[src/rtl/sonar_pkg.sv]
// ---------------------------------------------------------------------------
// sonar_pkg
// Shared definitions for the HC-SR04-style echo emulator and for any
// scoreboard that needs the same echo-width arithmetic.
//   US_PER_CM_X100     : round-trip microseconds per cm, scaled by 100
//   DIST_MIN_CM        : distances below this are clamped up to it
//   DIST_MAX_CM        : distances above this behave as "no object"
//   TIMEOUT_US_DEFAULT : echo width used when there is no return
//   state_t            : emulator FSM states
//   calc_largura_us    : echo width in us for a distance / object flag
// ---------------------------------------------------------------------------
package sonar_pkg;

  localparam int US_PER_CM_X100     = 5882;
  localparam int DIST_MIN_CM        = 2;
  localparam int DIST_MAX_CM        = 400;
  localparam int TIMEOUT_US_DEFAULT = 38000;

  typedef enum logic [2:0] {
    IDLE,
    TRIG_HIGH,
    DELAY,
    ECHO,
    HOLDOFF
  } state_t;

  // Width rounds to nearest: (d * 5882 + 50) / 100. The worst case
  // 400 * 5882 + 50 still fits the 22-bit product, and the quotient
  // (at most 23528) fits 16 bits.
  function automatic logic [15:0] calc_largura_us(
    input logic [8:0]  distancia,
    input logic        objeto,
    input logic [15:0] timeout_us = 16'(TIMEOUT_US_DEFAULT)
  );
    logic [8:0]  distEf;
    logic [21:0] produto;
    logic [15:0] largura;
    distEf  = distancia;
    produto = '0;
    largura = timeout_us;
    if (objeto && (distancia <= 9'(DIST_MAX_CM))) begin
      if (distancia < 9'(DIST_MIN_CM)) begin
        distEf = 9'(DIST_MIN_CM);
      end
      produto = 22'(distEf) * 22'(US_PER_CM_X100) + 22'd50;
      largura = 16'(produto / 22'd100);
    end
    return largura;
  endfunction

endpackage

[src/rtl/sonar_echo_emulator_contador_us.sv]
// ---------------------------------------------------------------------------
// contador_us
// Microsecond time base: a prescaler that wraps every CLK_PER_US cycles and
// a saturating 16-bit microsecond counter.
//   clock    : system clock
//   reset    : asynchronous, active-low
//   i_clear  : synchronous clear of prescaler and counter (state entry)
//   i_target : duration in us for the done compare
//   o_count  : microseconds elapsed since the last clear
//   o_done   : high on the last cycle of a period of i_target us, so the
//              owner can change state on exactly the i_target-th us boundary
// ---------------------------------------------------------------------------
module contador_us #(
  parameter int CLK_PER_US = 50
) (
  input  logic        clock,
  input  logic        reset,
  input  logic        i_clear,
  input  logic [15:0] i_target,
  output logic [15:0] o_count,
  output logic        o_done
);

  localparam int PW = (CLK_PER_US > 1) ? $clog2(CLK_PER_US) : 1;
  localparam logic [PW-1:0] PRESC_LAST = PW'(CLK_PER_US - 1);

  logic [PW-1:0] r_presc;
  logic [15:0]   r_count;
  logic          w_tick;

  assign w_tick  = (r_presc == PRESC_LAST);
  assign o_count = r_count;
  assign o_done  = w_tick && (r_count == (i_target - 16'd1));

  // Counter saturates instead of wrapping so that a very long trigger is
  // still seen as long enough.
  always_ff @(posedge clock or negedge reset) begin
    if (!reset) begin
      r_presc <= '0;
      r_count <= '0;
    end else if (i_clear) begin
      r_presc <= '0;
      r_count <= '0;
    end else if (w_tick) begin
      r_presc <= '0;
      if (r_count != 16'hFFFF) begin
        r_count <= r_count + 16'd1;
      end
    end else begin
      r_presc <= r_presc + PW'(1);
    end
  end

endmodule

[src/rtl/sonar_echo_emulator.sv]
// ---------------------------------------------------------------------------
// sonar_echo_emulator
// Responder side of one HC-SR04-style ultrasonic sensor: accepts a trigger
// pulse, waits the acoustic delay, then drives echo for a width proportional
// to the programmed distance, followed by a hold-off period.
//   clock        : system clock (CLK_PER_US cycles per us)
//   reset        : asynchronous, active-low
//   trigger      : trigger from the sonar controller (asynchronous)
//   distancia    : programmed distance in cm
//   objeto       : 1 = object present, 0 = no return (timeout width)
//   echo         : registered echo pulse
//   ocupado      : 1 whenever the emulator is not idle
//   erro_trigger : one-cycle pulse when a too-short trigger is rejected
// ---------------------------------------------------------------------------
module sonar_echo_emulator
  import sonar_pkg::*;
#(
  parameter int CLK_PER_US  = 50,
  parameter int TRIG_MIN_US = 10,
  parameter int DELAY_US    = 400,
  parameter int TIMEOUT_US  = 38000,
  parameter int HOLDOFF_US  = 60000
) (
  input  logic       clock,
  input  logic       reset,
  input  logic       trigger,
  input  logic [8:0] distancia,
  input  logic       objeto,
  output logic       echo,
  output logic       ocupado,
  output logic       erro_trigger
);

  localparam logic [15:0] TRIG_MIN_T = 16'(TRIG_MIN_US);
  localparam logic [15:0] DELAY_T    = 16'(DELAY_US);
  localparam logic [15:0] TIMEOUT_T  = 16'(TIMEOUT_US);
  localparam logic [15:0] HOLDOFF_T  = 16'(HOLDOFF_US);

  state_t      r_state;
  state_t      w_nextState;
  logic        r_sync1;
  logic        r_sync2;
  logic        r_trigPrev;
  logic [15:0] r_largura;
  logic        r_echo;
  logic        r_ocupado;
  logic        r_erro;

  logic        w_trigRise;
  logic        w_trigFall;
  logic        w_trigOk;
  logic        w_accept;
  logic        w_cntClear;
  logic [15:0] w_cntTarget;
  logic [15:0] w_usCount;
  logic        w_cntDone;
  logic        w_echoNext;
  logic        w_ocupadoNext;
  logic        w_erroNext;

  // Two-flop synchronizer plus one history flop for edge detection.
  always_ff @(posedge clock or negedge reset) begin
    if (!reset) begin
      r_sync1    <= 1'b0;
      r_sync2    <= 1'b0;
      r_trigPrev <= 1'b0;
    end else begin
      r_sync1    <= trigger;
      r_sync2    <= r_sync1;
      r_trigPrev <= r_sync2;
    end
  end

  assign w_trigRise = r_sync2 & ~r_trigPrev;
  assign w_trigFall = ~r_sync2 & r_trigPrev;
  assign w_trigOk   = (w_usCount >= TRIG_MIN_T);
  assign w_accept   = (r_state == TRIG_HIGH) && w_trigFall && w_trigOk;

  // The counter is held clear in IDLE but already runs on the rise-detect
  // cycle, so the trigger width includes every cycle trig_s was high.
  // Elsewhere it restarts on every state change.
  always_comb begin
    w_cntClear = (r_state != w_nextState);
    if (r_state == IDLE) begin
      w_cntClear = ~w_trigRise;
    end
  end

  always_comb begin
    w_cntTarget = 16'hFFFF;
    case (r_state)
      DELAY:   w_cntTarget = DELAY_T;
      ECHO:    w_cntTarget = r_largura;
      HOLDOFF: w_cntTarget = HOLDOFF_T;
      default: w_cntTarget = 16'hFFFF;
    endcase
  end

  contador_us #(
    .CLK_PER_US (CLK_PER_US)
  ) u_contador (
    .clock    (clock),
    .reset    (reset),
    .i_clear  (w_cntClear),
    .i_target (w_cntTarget),
    .o_count  (w_usCount),
    .o_done   (w_cntDone)
  );

  // State register.
  always_ff @(posedge clock or negedge reset) begin
    if (!reset) begin
      r_state <= IDLE;
    end else begin
      r_state <= w_nextState;
    end
  end

  // Next-state logic; trigger edges are only looked at in IDLE/TRIG_HIGH.
  always_comb begin
    w_nextState = r_state;
    case (r_state)
      IDLE: begin
        if (w_trigRise) w_nextState = TRIG_HIGH;
      end
      TRIG_HIGH: begin
        if (w_trigFall) w_nextState = w_trigOk ? DELAY : IDLE;
      end
      DELAY: begin
        if (w_cntDone) w_nextState = ECHO;
      end
      ECHO: begin
        if (w_cntDone) w_nextState = HOLDOFF;
      end
      HOLDOFF: begin
        if (w_cntDone) w_nextState = IDLE;
      end
      default: w_nextState = IDLE;
    endcase
  end

  // Output values are decoded from the next state so that the registered
  // outputs change on the same edge as the state itself.
  always_comb begin
    w_echoNext    = (w_nextState == ECHO);
    w_ocupadoNext = (w_nextState != IDLE);
    w_erroNext    = (r_state == TRIG_HIGH) && w_trigFall && !w_trigOk;
  end

  // Output registers and the echo width latched once at acceptance.
  always_ff @(posedge clock or negedge reset) begin
    if (!reset) begin
      r_echo    <= 1'b0;
      r_ocupado <= 1'b0;
      r_erro    <= 1'b0;
      r_largura <= '0;
    end else begin
      r_echo    <= w_echoNext;
      r_ocupado <= w_ocupadoNext;
      r_erro    <= w_erroNext;
      if (w_accept) begin
        r_largura <= calc_largura_us(distancia, objeto, TIMEOUT_T);
      end
    end
  end

  assign echo         = r_echo;
  assign ocupado      = r_ocupado;
  assign erro_trigger = r_erro;

endmodule

[config.mk]
export PLATFORM = sky130hd
export DESIGN_NAME = sonar_echo_emulator
export DESIGN_NICKNAME = d
export VERILOG_FILES = /design/src/rtl/sonar_pkg.sv /design/src/rtl/sonar_echo_emulator_contador_us.sv /design/src/rtl/sonar_echo_emulator.sv
export SDC_FILE = /design/constraint.sdc
export NUM_CORES = 1
export LEC_CHECK = 0
export BUFFER_PORTS_ARGS = -buffer_cell sky130_fd_sc_hd__clkbuf_2
export CAP_MARGIN = 30
export CORE_MARGIN = 2
export CORE_UTILIZATION = 63
export DETAILED_ROUTE_END_ITERATION = 12
export PLACE_DENSITY_LB_ADDON = 0.2
export SLEW_MARGIN = 20
export SYNTH_ARGS = -nofsm -noshare
export SYNTH_HDL_FRONTEND = slang
export SYNTH_SLANG_ARGS = --single-unit
[constraint.sdc]
create_clock -name clock -period 17.5 [get_ports clock]
set_clock_uncertainty 0.05 [all_clocks]
set_input_delay 1.75 -clock clock [delete_from_list [all_inputs] [get_ports clock]]
set_output_delay 1.75 -clock clock [all_outputs]
set_load 0.02 [all_outputs]
==> out/summary.md, run 1 <==
For the number of top-level pins, the log shows 16. The first error in the log reads "[ERROR DPL-0033] detailed placement checks failed during check placement". The CTS root buffer is clkbuf_16.

In the synthesized netlist the async set-or-reset flop fraction comes to 100.0%. The register bit count reported by yosys works out to 47. The number of different library cells in the post-synthesis netlist came out at 129. When the netlist entered floorplanning its net count stood at 1947.

Failing step: clock tree synthesis (4_1_cts). The count of buffers added by post-CTS timing repair for setup was 70. The run stopped with a tool error. Yosys printed 0 warnings. Buffers inserted during clock tree synthesis total 5.

The post-synthesis instance area was 13390 um2; the final estimated routing congestion in global placement was 1.097. The initial cell density of the core is 63.90%. The biggest area contributor in the post-synthesis netlist is dfrtp_1.

Measured along the x axis, the die boundary spans 149.8 um. Port buffering added 15 buffers. After floorplanning, the core was divided into 53 placement rows. Timing analysis after detailed placement gives a worst setup slack of -2755 ps. The tools report the maximum clock path buffer count as 2.

Post-CTS repair changed the size of 162 cells. The portion of synthesized cell area occupied by the leading cell type is 8.783%. The maximum level of the CTS H-tree is 2. The die span in y was 149.8 um. The number of sinks on the clock net was 47; the sequential-to-total area share from yosys stat was 8.783%. The post-synthesis area per instance is 7.254 um2, and the total of hold buffers inserted after clock tree synthesis is 0. The number of synthesized flops with an enable pin came out at 0.

In the post-synthesis netlist, the biggest area contributors are dfrtp_1, xnor2_1, fa_1. The run gives 1846 as the number of instances in the synthesized netlist. The post-DP HPWL is 52950 um. The most common cell in the synthesized netlist is nand2_1.

The most used flip-flop cell after synthesis is dfrtp_1. After synthesis, the most frequently instantiated cells are nand2_1, nor2_1, a21oi_1.
## metrics by stage
step / cells / area (um2) / utilization (%) / hold WS (ps)
after detailed placement: 2719 / 19010 / 90.72 / 291.1
after global placement: 2718 / 18990 / 90.63 / 283.3
after floorplan: 1846 / 14030 / - / 281.2
## cell families after synthesis
kind of cell / Yosys count / share of synthesized area (%)
simple gates: 776 / 30.20
buf+inv: 156 / 4.803
xor+xnor: 149 / 10.03
flops: 47 / 8.783
fa+ha+maj: 89 / 10.48
mux: 43 / 3.457
compound gates: 586 / 32.25
==> run 2: changes to the inputs <==
--- a/config.mk
+++ b/config.mk
@@ -8,9 +8,9 @@
 export BUFFER_PORTS_ARGS = -buffer_cell sky130_fd_sc_hd__clkbuf_2
 export CAP_MARGIN = 30
 export CORE_MARGIN = 2
-export CORE_UTILIZATION = 63
+export CORE_UTILIZATION = 40
 export DETAILED_ROUTE_END_ITERATION = 12
-export PLACE_DENSITY_LB_ADDON = 0.2
+export PLACE_DENSITY_LB_ADDON = 0.15
 export SLEW_MARGIN = 20
 export SYNTH_ARGS = -nofsm -noshare
 export SYNTH_HDL_FRONTEND = slang
==> out/summary.md, run 2 <==
TritonCTS built the clock tree. The count of final setup violators is 2, and the final critical-path required period is 18830 ps. Ranked by total cell area, the synthesized netlist is headed by dfrtp_1, xnor2_1, fa_1. The H-tree was split into 2 levels.

The register bit count reported by yosys is 47, and the wire length of the first global-routing pass is 87360 um. The total global-route track usage is 29.71%. Most used flip-flop cell after synthesis: dfrtp_1.

The post-synthesis instance area came out at 13390 um2. Final estimated routing congestion in global placement: 0.9382. The pre-antenna-repair detailed-routing pass consisted of 7 iterations. Counting the buffers created by CTS gives 5.

The count of nets left with antenna violations once routing finished came out at 0. Synthesis produced a netlist whose cell count is 1846. The flow ran to the end, but the final reports show violations.

Signal arrival time at the worst endpoint: 18980 ps. The largest area contributor in the netlist was dfrtp_1. Dividing the synthesized area by the synthesized cell count gives 7.254 um2. The transition time at the pin with the least slew margin is 1143 ps, and the max-capacitance violation count is 0.

The tools report the pin count of the biggest net entering global routing as 48. Sequential elements use 8.783% of the synthesized area. STA classifies the critical path endpoint as a register.

By instance count, the leading cell after synthesis is nand2_1. The area of the placeable core was 33280 um2. Die span in y: 187.0 um. After detailed routing, the number of remaining DRC violations is 0. The via count was 17530. By count the netlist is led by nand2_1, nor2_1, a21oi_1. In this run the worst hold path is classified as register to register.

On the final layout, the worst hold slack is 318.1 ps. Among all stages on the critical path, the largest delay is contributed by fa_1. For the total wire length after detailed routing, the log shows 54940 um. Critical path startpoint category: an input pin.

The largest single stage delay on the critical path is 590 ps. The clock drives 47 sinks. Fill cells in the final layout number 2882. Dividing the detail-routed wire length by the instance count gives 18.04 um. The layout-stage area growth over the synthesis result was 63.14%; the number of I/O port buffers was 15. In the finished design, the share of the clock period the worst path needs comes to 107.6%. Number of endpoints with negative hold slack in the final report: 0. The run gives 40.23% as the initial cell density of the core. The mean number of vias per cell came out at 5.757. The checks that failed: setup timing.

STA puts the critical path data required time at 17650 ps. In the final design database the tool counted 2697 nets. The most common cell after layout, fill and taps aside was buf_4. The async set-or-reset flop fraction in the synthesized netlist works out to 100.0%. The worst max-slew margin expressed relative to the limit is 22.86%, and the die area is 34960 um2. The initial antenna violation count was 0; the clock transition at the registers of the reported paths was 60 ps. The floorplan has 67 rows. The number of slew-limit violations in the final report came out at 0. The number of hold buffers added after CTS was 0. The number of top-level pins is 16, and the maximum clock path buffer count is 2. For the source-to-sink clock delay at the later pin of the worst-skew pair, the log shows 280 ps. The number of synthesized flops with an enable pin is 0. After global routing the overflow that remains totals 0. The worst setup path is of the input pin to register kind.

In this run the worst path has a maximum fanout of 7. 0 antenna diodes ended up in the layout. In this run the horizontal extent of the chip is 187.0 um.

Setup repair after global routing could not meet its margin everywhere. The tree is rooted in a clkbuf_16. Counting every net in the synthesized netlist gives 1947.

Summed over its instances, the top area cell type makes up 8.783% of the synthesized netlist area. During synthesis, Yosys emitted a total of 0 warnings. The worst slack at placement is -2361 ps, and the post-layout worst setup margin is -1328 ps.

Derived from the worst setup path, the maximum achievable clock frequency is 53.11 MHz. Summed over all nets, the half-perimeter wirelength after detailed placement is 43890 um. Counting distinct cell types in the post-synthesis netlist gives 129.

Share of cells above drive strength 1: 45.21%. The run gives 16950 as the number of global-route vias before repair. In the layout the commonest cells are buf_4, nand2_1, nor2_1, a21oi_1, o21ai_0. For this block, the initial DRC count from the detailed router was 1372.
run 2: cell counts after synthesis:
Identical to the previous run, type by type.
run 2: final cells by class:
class / instances / area (um2) / area share, %
clock buffer: 8 / 156.4 / 0.7160
inverter: 93 / 354.1 / 1.621
multi-input combinational: 1645 / 13480 / 61.72
sequential: 47 / 1176 / 5.384
tap: 448 / 560.5 / 2.566
timing repair buffer: 804 / 6116 / 28.00
run 2: cell families (layout without fill, tap and decap cells):
group,after synthesis,in the layout,synth area share [%]
AND/OR/NAND/NOR,776,777,30.20
AO/OA/AOI/OAI,586,587,32.25
buffers and inverters,156,905,4.803
XOR/XNOR,149,149,10.03
adder cells (fa/ha/maj),89,89,10.48
flip-flops,47,47,8.783
multiplexers,43,43,3.457
run 2: path summary, 6_finish.rpt:
path	start	to	slack [ps]	depth (start not counted)
setup / recovery	distancia[2]	r_largura[0]$_DFFE_PN0P_	-1330	68
max in group asynchronous	reset	r_largura[10]$_DFFE_PN0P_	15500	2
hold reg to reg	r_sync1$_DFF_PN0_	r_sync2$_DFF_PN0_	320	0
min in group asynchronous	reset	u_contador.r_presc[4]$_DFF_PN0_	1510	2
setup reg to reg	r_state[1]$_DFF_PN0_	u_contador.o_count[15]$_DFFE_PN0P_	10710	27
hold / removal	r_sync1$_DFF_PN0_	r_sync2$_DFF_PN0_	320	0
run 2: critical path: cells and delay by family:
family / cells / cell delay [ps]
AND/OR/NAND/NOR: 20 / 5200
multiplexers: 7 / 2220
buffers and inverters: 8 / 1180
AO/OA/AOI/OAI: 26 / 6200
adder cells (fa/ha/maj): 5 / 2080
XOR/XNOR: 2 / 350
run 2: layer usage:
layer / vias to the layer above / wire length, um / global-route usage (%)
li1: 8444 / - / -
met1: 8527 / 25090 / 41.06
met2: 474 / 26580 / 51.86
met3: 85 / 2074 / 1.426
met4: 0 / 1196 / 5.159
met5: - / 0 / 0
run 2: per-stage QoR:
stage | utilization (%) | setup TNS (ps) | instance area (um2) | instances
2_1_floorplan | - | -1566 | 14030 | 1846
3_3_place_gp | 58.85 | -4875 | 19590 | 2943
3_5_place_dp | 58.85 | -5841 | 19590 | 2943
4_1_cts | 61.93 | -1922 | 20610 | 2994
5_1_grt | 65.64 | -4135 | 21840 | 3045
6_report | 65.64 | -2418 | 21840 | 3045
run 2: repair_timing:
item | in CTS | in global routing
pin swaps | 63 | 98
gates cloned | 1 | 1
endpoints found under the hold margin | 0 | 0
resized for setup | 103 | 173
setup endpoints to repair | 4 | 4
buffers inserted | 42 | 53
Power of run 2 is left out: the tool's default activity adds up to more than one toggle a clock period on the data nets, which glitch-free logic cannot reach.
